[src/rtl/aer_sample_sequencer_if.sv]
// Core-side AER input port: 4-phase event handshake, sample mode, completion and goodness.
// The sequencer uses the master modport; a core or core model uses the slave modport.
interface aer_sample_sequencer_if #(
   parameter int AER_WIDTH      = 12,
   parameter int GOODNESS_WIDTH = 32
);
   logic [AER_WIDTH-1:0]      CORE_AERIN_ADDR;
   logic                      CORE_AERIN_REQ;
   logic                      CORE_AERIN_ACK;
   logic                      CORE_IS_POS;
   logic                      CORE_IS_TRAIN;
   logic                      CORE_DONE;
   logic [GOODNESS_WIDTH-1:0] CORE_GOODNESS;

   modport master (
      output CORE_AERIN_ADDR, CORE_AERIN_REQ, CORE_IS_POS, CORE_IS_TRAIN,
      input  CORE_AERIN_ACK, CORE_DONE, CORE_GOODNESS
   );

   modport slave (
      input  CORE_AERIN_ADDR, CORE_AERIN_REQ, CORE_IS_POS, CORE_IS_TRAIN,
      output CORE_AERIN_ACK, CORE_DONE, CORE_GOODNESS
   );
endinterface

[src/rtl/aer_sample_sequencer.sv]
// Replays host-preloaded AER events into the core over a 4-phase handshake and reports the sample goodness.
// Define SEQ_TIMEOUT_EN to add a watchdog that aborts a stuck handshake or a missing completion.
module aer_sample_sequencer #(
   parameter int AER_WIDTH      = 12,
   parameter int FIFO_DEPTH     = 64,
   parameter int GOODNESS_WIDTH = 32,
   parameter int TIMEOUT_CYCLES = 65535
) (
   input  logic                      CLK,
   input  logic                      RST,
   input  logic                      EVT_WR_EN,
   input  logic [AER_WIDTH-1:0]      EVT_WR_ADDR,
   input  logic                      EVT_WR_LAST,
   output logic                      EVT_FULL,
   output logic                      EVT_OVF,
   input  logic                      START,
   input  logic                      START_POS,
   input  logic                      START_TRAIN,
   output logic                      BUSY,
   aer_sample_sequencer_if.master    core,
   output logic [GOODNESS_WIDTH-1:0] RESULT_GOODNESS,
   output logic                      RESULT_VALID,
   output logic                      TIMEOUT_ERR
);

   localparam int PW = $clog2(FIFO_DEPTH);
   localparam logic [PW:0] FULL_COUNT = (PW + 1)'(FIFO_DEPTH);

   typedef enum logic [2:0] {
      ST_IDLE,
      ST_LOAD,
      ST_REQ,
      ST_RELEASE,
      ST_WAIT_DONE,
      ST_REPORT
   } state_e;

   // FIFO entry: {last, addr}
   typedef logic [AER_WIDTH:0] entry_t;

   state_e                    state_q;
   logic                      req_q;
   logic [AER_WIDTH-1:0]      addr_q;
   logic                      last_q;
   logic                      is_pos_q;
   logic                      is_train_q;
   logic                      busy_q;
   logic                      ovf_q;
   logic                      tmo_err_q;
   logic [GOODNESS_WIDTH-1:0] result_q;
   logic                      valid_q;

   entry_t                    mem_q [FIFO_DEPTH];
   logic [PW:0]               wr_ptr_q, wr_ptr_d;
   logic [PW:0]               rd_ptr_q, rd_ptr_d;
   logic                      full_q;
   logic                      empty;
   logic                      push;
   logic                      push_drop;
   logic                      pop;
   logic                      tmo_hit;
   entry_t                    rd_entry;

   // ---------------------------------------------------------------- FIFO
   assign empty     = (wr_ptr_q == rd_ptr_q);
   assign push      = EVT_WR_EN && !full_q;
   assign push_drop = EVT_WR_EN && full_q;
   assign pop       = (state_q == ST_LOAD) && !empty;
   assign rd_entry  = mem_q[rd_ptr_q[PW-1:0]];

   // NOTE: every signal assigned in always_comb gets a default first, otherwise a latch is inferred.
   always_comb begin
      wr_ptr_d = wr_ptr_q;
      rd_ptr_d = rd_ptr_q;
      if (push) begin
         wr_ptr_d = wr_ptr_q + 1'b1;
      end
      // A watchdog abort discards everything queued before this cycle's push.
      if (tmo_hit) begin
         rd_ptr_d = wr_ptr_q;
      end else if (pop) begin
         rd_ptr_d = rd_ptr_q + 1'b1;
      end
   end

   // NOTE: sequential state uses non-blocking assignments so every register samples pre-edge values.
   always_ff @(posedge CLK) begin
      if (RST) begin
         wr_ptr_q <= '0;
         rd_ptr_q <= '0;
         full_q   <= 1'b0;
      end else begin
         wr_ptr_q <= wr_ptr_d;
         rd_ptr_q <= rd_ptr_d;
         full_q   <= ((wr_ptr_d - rd_ptr_d) == FULL_COUNT);
      end
   end

   // NOTE: the storage array has no reset; the pointers alone define which entries are valid.
   always_ff @(posedge CLK) begin
      if (push) begin
         mem_q[wr_ptr_q[PW-1:0]] <= {EVT_WR_LAST, EVT_WR_ADDR};
      end
   end

   // ------------------------------------------------------------ watchdog
`ifdef SEQ_TIMEOUT_EN
   localparam int TW = $clog2(TIMEOUT_CYCLES + 1);

   logic [TW-1:0] tmo_cnt_q;
   logic          tmo_run;
   logic          tmo_leave;

   assign tmo_run   = (state_q == ST_REQ) || (state_q == ST_RELEASE) ||
                      (state_q == ST_WAIT_DONE);
   assign tmo_leave = ((state_q == ST_REQ)       &&  core.CORE_AERIN_ACK) ||
                      ((state_q == ST_RELEASE)   && !core.CORE_AERIN_ACK) ||
                      ((state_q == ST_WAIT_DONE) &&  core.CORE_DONE);
   assign tmo_hit   = tmo_run && (tmo_cnt_q == TW'(TIMEOUT_CYCLES - 1));

   always_ff @(posedge CLK) begin
      if (RST || !tmo_run || tmo_leave || tmo_hit) begin
         tmo_cnt_q <= '0;
      end else begin
         tmo_cnt_q <= tmo_cnt_q + 1'b1;
      end
   end
`else
   logic unused_tmo;

   assign tmo_hit    = 1'b0;
   assign unused_tmo = (TIMEOUT_CYCLES != 0);
`endif

   // ----------------------------------------------------------------- FSM
   always_ff @(posedge CLK) begin
      if (RST) begin
         state_q    <= ST_IDLE;
         req_q      <= 1'b0;
         addr_q     <= '0;
         last_q     <= 1'b0;
         is_pos_q   <= 1'b0;
         is_train_q <= 1'b0;
         busy_q     <= 1'b0;
         ovf_q      <= 1'b0;
         tmo_err_q  <= 1'b0;
         result_q   <= '0;
         valid_q    <= 1'b0;
      end else begin
         valid_q <= 1'b0;
         if (tmo_hit) begin
            state_q   <= ST_IDLE;
            req_q     <= 1'b0;
            busy_q    <= 1'b0;
            tmo_err_q <= 1'b1;
         end else begin
            unique case (state_q)
               ST_IDLE: begin
                  if (START) begin
                     is_pos_q   <= START_POS;
                     is_train_q <= START_TRAIN;
                     ovf_q      <= 1'b0;
                     tmo_err_q  <= 1'b0;
                     busy_q     <= 1'b1;
                     state_q    <= ST_LOAD;
                  end
               end
               ST_LOAD: begin
                  if (!empty) begin
                     addr_q  <= rd_entry[AER_WIDTH-1:0];
                     last_q  <= rd_entry[AER_WIDTH];
                     req_q   <= 1'b1;
                     state_q <= ST_REQ;
                  end
               end
               ST_REQ: begin
                  if (core.CORE_AERIN_ACK) begin
                     req_q   <= 1'b0;
                     state_q <= ST_RELEASE;
                  end
               end
               ST_RELEASE: begin
                  if (!core.CORE_AERIN_ACK) begin
                     state_q <= last_q ? ST_WAIT_DONE : ST_LOAD;
                  end
               end
               ST_WAIT_DONE: begin
                  if (core.CORE_DONE) begin
                     result_q <= core.CORE_GOODNESS;
                     valid_q  <= 1'b1;
                     state_q  <= ST_REPORT;
                  end
               end
               ST_REPORT: begin
                  busy_q  <= 1'b0;
                  state_q <= ST_IDLE;
               end
               default: begin
                  req_q   <= 1'b0;
                  busy_q  <= 1'b0;
                  state_q <= ST_IDLE;
               end
            endcase
         end
         // A dropped push outranks the clear issued by START in the same cycle.
         if (push_drop) begin
            ovf_q <= 1'b1;
         end
      end
   end

   assign EVT_FULL             = full_q;
   assign EVT_OVF              = ovf_q;
   assign BUSY                 = busy_q;
   assign core.CORE_AERIN_ADDR = addr_q;
   assign core.CORE_AERIN_REQ  = req_q;
   assign core.CORE_IS_POS     = is_pos_q;
   assign core.CORE_IS_TRAIN   = is_train_q;
   assign RESULT_GOODNESS      = result_q;
   assign RESULT_VALID         = valid_q;
   assign TIMEOUT_ERR          = tmo_err_q;

endmodule

[src/flat_wrapper.sv]
// flat-port wrapper written by rule: the top's interface ports become plain ports
module aer_sample_sequencer_flat 
#(
   parameter int AER_WIDTH      = 12,
   parameter int FIFO_DEPTH     = 64,
   parameter int GOODNESS_WIDTH = 32,
   parameter int TIMEOUT_CYCLES = 65535
)
  (CLK, RST, EVT_WR_EN, EVT_WR_ADDR, EVT_WR_LAST, EVT_FULL, EVT_OVF, START, START_POS, START_TRAIN, BUSY, RESULT_GOODNESS, RESULT_VALID, TIMEOUT_ERR, core_CORE_AERIN_ADDR, core_CORE_AERIN_REQ, core_CORE_IS_POS, core_CORE_IS_TRAIN, core_CORE_AERIN_ACK, core_CORE_DONE, core_CORE_GOODNESS);
  aer_sample_sequencer_if #(.AER_WIDTH(AER_WIDTH), .GOODNESS_WIDTH(GOODNESS_WIDTH)) core_i ();
  input  logic CLK;
  input  logic RST;
  input  logic EVT_WR_EN;
  input  logic [AER_WIDTH-1:0] EVT_WR_ADDR;
  input  logic EVT_WR_LAST;
  output logic EVT_FULL;
  output logic EVT_OVF;
  input  logic START;
  input  logic START_POS;
  input  logic START_TRAIN;
  output logic BUSY;
  output logic [GOODNESS_WIDTH-1:0] RESULT_GOODNESS;
  output logic RESULT_VALID;
  output logic TIMEOUT_ERR;
  output wire logic [$bits(core_i.CORE_AERIN_ADDR)-1:0] core_CORE_AERIN_ADDR;
  output wire logic [$bits(core_i.CORE_AERIN_REQ)-1:0] core_CORE_AERIN_REQ;
  output wire logic [$bits(core_i.CORE_IS_POS)-1:0] core_CORE_IS_POS;
  output wire logic [$bits(core_i.CORE_IS_TRAIN)-1:0] core_CORE_IS_TRAIN;
  input wire logic [$bits(core_i.CORE_AERIN_ACK)-1:0] core_CORE_AERIN_ACK;
  input wire logic [$bits(core_i.CORE_DONE)-1:0] core_CORE_DONE;
  input wire logic [$bits(core_i.CORE_GOODNESS)-1:0] core_CORE_GOODNESS;
  assign core_CORE_AERIN_ADDR = core_i.CORE_AERIN_ADDR;
  assign core_CORE_AERIN_REQ = core_i.CORE_AERIN_REQ;
  assign core_CORE_IS_POS = core_i.CORE_IS_POS;
  assign core_CORE_IS_TRAIN = core_i.CORE_IS_TRAIN;
  assign core_i.CORE_AERIN_ACK = core_CORE_AERIN_ACK;
  assign core_i.CORE_DONE = core_CORE_DONE;
  assign core_i.CORE_GOODNESS = core_CORE_GOODNESS;
  aer_sample_sequencer #(.AER_WIDTH(AER_WIDTH), .FIFO_DEPTH(FIFO_DEPTH), .GOODNESS_WIDTH(GOODNESS_WIDTH), .TIMEOUT_CYCLES(TIMEOUT_CYCLES)) u_core (.CLK(CLK), .RST(RST), .EVT_WR_EN(EVT_WR_EN), .EVT_WR_ADDR(EVT_WR_ADDR), .EVT_WR_LAST(EVT_WR_LAST), .EVT_FULL(EVT_FULL), .EVT_OVF(EVT_OVF), .START(START), .START_POS(START_POS), .START_TRAIN(START_TRAIN), .BUSY(BUSY), .core(core_i), .RESULT_GOODNESS(RESULT_GOODNESS), .RESULT_VALID(RESULT_VALID), .TIMEOUT_ERR(TIMEOUT_ERR));
endmodule
[config.mk]
export PLATFORM = sky130hd
export DESIGN_NAME = aer_sample_sequencer_flat
export DESIGN_NICKNAME = d
export VERILOG_FILES = /design/src/rtl/aer_sample_sequencer_if.sv /design/src/rtl/aer_sample_sequencer.sv /design/src/flat_wrapper.sv
export SDC_FILE = /design/constraint.sdc
export NUM_CORES = 1
export LEC_CHECK = 0
export BUFFER_PORTS_ARGS = -buffer_cell sky130_fd_sc_hd__clkbuf_2
export CORE_MARGIN = 2
export CORE_UTILIZATION = 41
export CTS_BUF_LIST = sky130_fd_sc_hd__clkbuf_8
export CTS_CLUSTER_DIAMETER = 150
export DETAILED_ROUTE_END_ITERATION = 16
export GPL_TIMING_DRIVEN = 1
export PLACE_DENSITY = 0.54
export SLEW_MARGIN = 20
export SYNTH_ARGS = -nofsm -noshare
export SYNTH_HDL_FRONTEND = slang
export SYNTH_SLANG_ARGS = --single-unit
[constraint.sdc]
create_clock -name CLK -period 6.7 [get_ports CLK]
set_input_delay 1.34 -clock CLK [delete_from_list [all_inputs] [get_ports CLK]]
set_output_delay 1.34 -clock CLK [all_outputs]
set_load 0.05 [all_outputs]
==> results.cfg, run 1 <==
[run_status]
status = finished, final reports clean

[clocking]
post_cts.repair.setup_buffers = 0
insertion_delay_ns = 0.82
holdBufCountCts = 0
cts_resized = 0
clk_pin_slew_worst_paths_ns = 0.06
cts_sinks = 901
htreeDepth = 4
numCtsBuffers = 148
cts_tree = yes
cts-root-buf = clkbuf_8
clk_path_buf_depth = 3

[grt]
grt_pass1_wl_um = 129000
grt_pass1_vias = 18600
track_usage_pct = 20.0
grt_max_degree = 126
grt-ovfl-total = 0
antenna_found_initial = 3

[pwr]
ir_drop_v = 0.000186
p_leak_nw = 12.3
total_power_mw = 12.0
powerDensity_mw_per_mm2 = 299

[detailed_routing]
routed_wl_um = 89200
via_per_inst = 5.54
avgRoutedWirePerCell_um = 26.3
drt-pass1-iter-count = 5
drt_iter0_drc = 1783
dr_total_vias = 18700
drc = 0
ant_nets = 0

[placement]
pre_cts_slack_ns = 2.35
port_buffers = 103
gp_congestion = 0.882
dp_hpwl_um = 52100
place_inst = 3121

[worst_setup_path]
r2r_slack_ns = 2.58
crit_fanout = 57
cp.required_ns = 7.39
cp-start-kind = flip-flop
worstSetupPathType = flip-flop to flip-flop
endpoint_kind = flip-flop
cp.arrival_ns = 4.81
reg2reg_to = u_core.EVT_FULL$_SDFF_PP0_
rr_startpoint = u_core.rd_ptr_q[4]$_SDFF_PP0_
rr_worst_depth = 12

[floorplan]
dieWidth_um = 299
ios = 105
core_mm2 = 0.0863
die_h_um = 299
initial_utilization_pct = 41.2
dieArea_mm2 = 0.0892
rows = 108

[timing]
period_needed_ns = 4.12
tightestPinTransition_ns = 1.13
setup_viol = 0
setup_tns_ns = 0
period_share_pct = 61.5
max_slew_margin_pct = 24.2
rsz0062_at_grt = no
timing.final.ws_setup_ns = 2.58
skew_ns = 0.0396
timing_hold_violations_final = 0
max_freq_mhz = 243
drv_slew = 0

[yosys]
synth_area_per_cell_um2 = 18.3
netlist_instances = 1943
yosys_warnings = 0
ys_seq_area_share_pct = 74.0
synth_edf_count = 832
synthArstFlopShare_pct = 0
syn_area_mm2 = 0.0356
synth.distinct_cells = 58
synth_seq_cells = 901
syn_nets = 2004
synth_flop_cell = edfxtp_1

[hold_path]
holdCritStartpoint = u_core.RESULT_GOODNESS[28]$_SDFFE_PP0P_
holdPathStages = 2
min_to = u_core.RESULT_GOODNESS[28]$_SDFFE_PP0P_
hp-class = flip-flop to flip-flop

[finish]
area_growth_pct = 12.6
final_core_util_pct = 46.4
fin_nets = 2177
drive_gt1_share_pct = 23.1
final_cells = 3385

[run]
drv_cap = 0
[cell families (layout without fill, tap and decap cells)]
logic type,after synthesis,in the layout,share of synthesized area [%]
other,1,3,0.0105
AND/OR/NAND/NOR,281,281,3.56
AO/OA/AOI/OAI,231,231,5.23
XOR/XNOR,24,24,0.671
flip-flops,901,901,74.0
buffers and inverters,127,412,2.28
multiplexers,370,370,13.9
adder cells (fa/ha/maj),8,8,0.281
[worst max path at each step]
stage / depth (start not counted) / slack (ns) / startpoint / end
floorplan: 5 / 3.30 / EVT_WR_EN / u_core.mem_q[32][0]$_DFFE_PP_
global placement: 4 / 2.41 / EVT_WR_EN / u_core.mem_q[7][6]$_DFFE_PP_
detailed placement: 5 / 2.35 / EVT_WR_EN / u_core.mem_q[48][3]$_DFFE_PP_
CTS: 12 / 2.55 / u_core.rd_ptr_q[4]$_SDFF_PP0_ / u_core.EVT_FULL$_SDFF_PP0_
global route: 12 / 2.28 / u_core.rd_ptr_q[4]$_SDFF_PP0_ / u_core.EVT_FULL$_SDFF_PP0_
finish: 12 / 2.58 / u_core.rd_ptr_q[4]$_SDFF_PP0_ / u_core.EVT_FULL$_SDFF_PP0_
[per-stage QoR]
| step | instance area (um2) | hold WS [ns] |
|---|---|---|
| floorplan | 35600 | 0.486 |
| global placement | 37200 | 0.442 |
| detailed placement | 37200 | 0.447 |
| CTS | 40000 | 0.455 |
| global route | 40100 | 0.470 |
| finish | 40100 | 0.455 |
[sequential cells by signal (all words and copies together) (netlist names)]
signal,count
u_core.state_q,3
u_core.mem_q,832
u_core.core.CORE_IS_TRAIN,1
u_core.BUSY,1
u_core.RESULT_VALID,1
u_core.EVT_OVF,1
u_core.rd_ptr_q,7
u_core.EVT_FULL,1
u_core.RESULT_GOODNESS,32
u_core.core.CORE_IS_POS,1
u_core.core.CORE_AERIN_ADDR,12
u_core.wr_ptr_q,7
u_core.last_q,1
u_core.core.CORE_AERIN_REQ,1
[layout make-up]
| class | instances | area [um2] |
|---|---|---|
| clock buffer | 152 | 2090 |
| multi-input combinational | 915 | 8580 |
| clock inverter | 110 | 694 |
| timing repair buffer | 148 | 866 |
| tap | 1155 | 1450 |
| fill | 7364 | 46300 |
| sequential | 901 | 26400 |
| antenna | 2 | 5.00 |
| inverter | 2 | 7.51 |
[critical path: stages (launching register included)]
cell      delay, ns
dfxtp_4        0.94
xor2_1         0.28
nor4_4         0.10
a211oi_4       0.85
buf_4          0.41
mux2i_1        0.30
ha_1           0.28
nor2b_1        0.13
o21ai_0        0.14
nand2b_1       0.11
and3_1         0.18
o21ai_0        0.17
a21oi_1        0.06
[cell usage after synthesis, types with 5 or more instances]
| library cell | count | area share, % |
|---|---|---|
| a21oi_1 | 47 | 0.66 |
| a221oi_1 | 44 | 1.1 |
| a221oi_2 | 6 | 0.25 |
| a22o_1 | 26 | 0.64 |
| a22oi_1 | 63 | 1.3 |
| a311oi_2 | 11 | 0.46 |
| a31o_1 | 12 | 0.30 |
| buf_1 | 8 | 0.084 |
| buf_2 | 22 | 0.31 |
| buf_4 | 18 | 0.38 |
| buf_6 | 23 | 0.73 |
| clkbuf_1 | 49 | 0.52 |
| dfxtp_1 | 69 | 3.9 |
| edfxtp_1 | 832 | 70 |
| ha_1 | 8 | 0.28 |
| mux2i_1 | 266 | 7.5 |
| mux4_2 | 100 | 6.3 |
| nand2_1 | 90 | 0.95 |
| nand2b_1 | 9 | 0.16 |
| nand3_1 | 32 | 0.45 |
| nand3b_1 | 5 | 0.11 |
| nor2_1 | 101 | 1.1 |
| nor2b_1 | 16 | 0.28 |
| nor3_1 | 7 | 0.098 |
| o21ai_0 | 5 | 0.070 |
| xnor2_1 | 9 | 0.22 |
| xor2_1 | 13 | 0.32 |
[power by group]
part           total [mW]  leakage, nW  switching, mW  internal [mW]
clock                4.56         1.58           2.17           2.39
combinational        1.10         2.67          0.728          0.371
sequential           6.31         8.05          0.119           6.19
total                12.0         12.3           3.02           8.96
[metal layers]
layer / vias up / global-route usage (%) / wire (um)
li1: 8165 / - / -
met1: 9790 / 29.9 / 41100
met2: 659 / 29.8 / 40600
met3: 135 / 4.06 / 5580
met4: 0 / 5.81 / 1880
met5: - / 0 / 0
[cell usage in the layout, fill, tap and decap left out, drive strengths merged, types with 16 or more instances in the layout]
cell type / n
a221oi: 50
buf: 45
clkinv: 45
nand3: 32
nor2: 101
inv: 57
edfxtp: 832
clkbuf: 255
nand2: 91
nor2b: 16
dfxtp: 69
a22o: 26
a22oi: 63
a21oi: 47
mux4: 100
mux2i: 266
No activity file was read; power rests on OpenSTA's default activity.
==> inputs of run 2 (changes only) <==
- ABC_AREA: unset -> 1
- clock period: 6.7 -> 4.2 ns (I/O delays scaled with it)
==> results.cfg, run 2 <==
[clocking]
clk_pin_slew_worst_paths_ns = 0.06
cts_sinks = 901
insertion_delay_ns = 0.80
cts-root-buf = clkbuf_8
clk_path_buf_depth = 3
holdBufCountCts = 0
numCtsBuffers = 153
post_cts.repair.setup_buffers = 0
cts_resized = 0
htreeDepth = 4
cts_tree = yes

[worst_setup_path]
crit_fanout = 31
endpoint_kind = flip-flop
worstSetupPathType = flip-flop to flip-flop
cp.required_ns = 4.94
cp.arrival_ns = 3.98
cp-start-kind = flip-flop

[detailed_routing]
drt_iter0_drc = 2593
drt-pass1-iter-count = 5
ant_nets = 0
avgRoutedWirePerCell_um = 20.9
drc = 0
dr_total_vias = 25400
routed_wl_um = 105000
via_per_inst = 5.05

[timing]
rsz0062_at_grt = no
skew_ns = 0.0351
max_freq_mhz = 309
period_share_pct = 77.2
setup_viol = 0
timing_hold_violations_final = 0
drv_slew = 0
timing.final.ws_setup_ns = 0.960
max_slew_margin_pct = 30.3
setup_tns_ns = 0
period_needed_ns = 3.24
tightestPinTransition_ns = 1.05

[run_status]
status = finished, final reports clean

[finish]
largest_reg_flops = 832
final_common_cell = nand2_1
fin_nets = 3780
layout_common_cells = nand2_1, edfxtp_1, nand3_1, inv_1, clkbuf_8
area_growth_pct = 12.5
nFillCells = 8463
fin_area_mm2 = 0.0424
drive_gt1_share_pct = 11.3

[floorplan]
dieWidth_um = 307
die_h_um = 307
dieArea_mm2 = 0.0944
initial_utilization_pct = 41.3
ios = 105
rows = 111
core_mm2 = 0.0914

[yosys]
synth_area_per_cell_um2 = 10.6
netlist_instances = 3543
yosys_warnings = 0
synthArstFlopShare_pct = 0
synth.distinct_cells = 33
synth_seq_cells = 901
synthTopCellsByArea = edfxtp_1, nand2_1, nand3_1, dfxtp_1, inv_1
synth_edf_count = 832
synth_top_area_share_pct = 66.3
syn_nets = 3604
synth_flop_cell = edfxtp_1
synthTopCellsByCount = nand2_1, edfxtp_1, nand3_1, inv_1, nor2_1
syn_area_mm2 = 0.0377
ys_seq_area_share_pct = 69.9
yosysTopAreaCell = edfxtp_1
synth_most_common_cell = nand2_1

[grt]
antenna_found_initial = 6
grt_pass1_wl_um = 155000
grt-ovfl-total = 0
grt_pass1_vias = 24000
track_usage_pct = 22.2
grt_max_degree = 186

[placement]
post_dp_cell_area_mm2 = 0.0397
port_buffers = 103
pre_cts_slack_ns = 0.957
gp_congestion = 0.876
dp_hpwl_um = 60000

[pwr]
ir_drop_v = 0.000484
powerDensity_mw_per_mm2 = 522
p_leak_nw = 16.8

[run]
drv_cap = 0

[hold_path]
hp-class = input port to flip-flop
[run 2: power breakdown]
group	total (mW)	switching (mW)	internal, mW
combinational	4.80	3.59	1.21
sequential	10.2	0.221	10.0
clock	7.11	3.52	3.59
total	22.1	7.33	14.8
[run 2: cell type report]
| class | instances | area (um2) | area share, % |
|---|---|---|---|
| Antenna cell | 2 | 5.00 | 0.0118 |
| Multi-Input combinational cell | 2145 | 9260 | 21.8 |
| Clock buffer | 161 | 2220 | 5.22 |
| Tap cell | 1186 | 1480 | 3.50 |
| Sequential cell | 901 | 26400 | 62.2 |
| Inverter | 303 | 1160 | 2.73 |
| Clock inverter | 115 | 508 | 1.20 |
| Timing Repair Buffer | 215 | 1430 | 3.37 |
[run 2: worst max-delay path: stages, from the launching register on]
cell and delay [ns]:
dfxtp_1 0.43, inv_1 0.38, nand2_1 0.09, nand4_1 0.10, nor2_1 0.05, nand2_1 0.11, nand2_4 0.10, inv_2 0.41
nand2_1 0.12, o21ai_2 0.09, inv_2 0.06, ha_1 0.32, inv_1 0.08, o21bai_1 0.20, nand2_1 0.08, nand3_1 0.11
nand3_1 0.08, nand2_1 0.11, nand3_1 0.10, a21oi_1 0.13
[run 2: worst paths after layout]
| kind | startpoint | end | slack, ns | cells after the start |
|---|---|---|---|---|
| setup / recovery | u_core.wr_ptr_q[0]$_SDFF_PP0_ | u_core.EVT_FULL$_SDFF_PP0_ | 0.96 | 19 |
| hold / removal | START_TRAIN | u_core.core.CORE_IS_TRAIN$_SDFFE_PP0P_ | 0.27 | 3 |
| setup reg to reg | u_core.wr_ptr_q[0]$_SDFF_PP0_ | u_core.EVT_FULL$_SDFF_PP0_ | 0.96 | 19 |
| hold reg to reg | u_core.RESULT_GOODNESS[31]$_SDFFE_PP0P_ | u_core.RESULT_GOODNESS[31]$_SDFFE_PP0P_ | 0.44 | 2 |
[run 2: cell families after synthesis]
kind of cell	count (synthesis)	synth area share, %
AND/OR/NAND/NOR	1938	21.3
adder cells (fa/ha/maj)	8	0.265
buffers and inverters	497	5.68
AO/OA/AOI/OAI	185	2.51
XOR/XNOR	13	0.302
other	1	0.00995
flip-flops	901	69.9
[run 2: stage by stage]
stage / std cells / power, mW / hold slack (ns) / utilization [%]
after floorplan: 3543 / 13.5 / 0.508 / -
after global placement: 4749 / 15.2 / 0.431 / 43.4
after detailed placement: 4749 / 15.2 / 0.436 / 43.4
after CTS: 5025 / 22.3 / 0.192 / 46.4
after global routing: 5027 / 23.2 / 0.226 / 46.4
final: 5028 / 22.1 / 0.271 / 46.4
[run 2: per-layer routing]
layer / part of all wire (%) / vias up / global-route usage [%] / wire (um)
li1: - / 12200 / - / -
met1: 45 / 12300 / 31.3 / 47800
met2: 46 / 723 / 34.6 / 48500
met3: 5.9 / 175 / 3.95 / 6160
met4: 2.5 / 2 / 7.54 / 2680
met5: 0.010 / - / 0 / 11
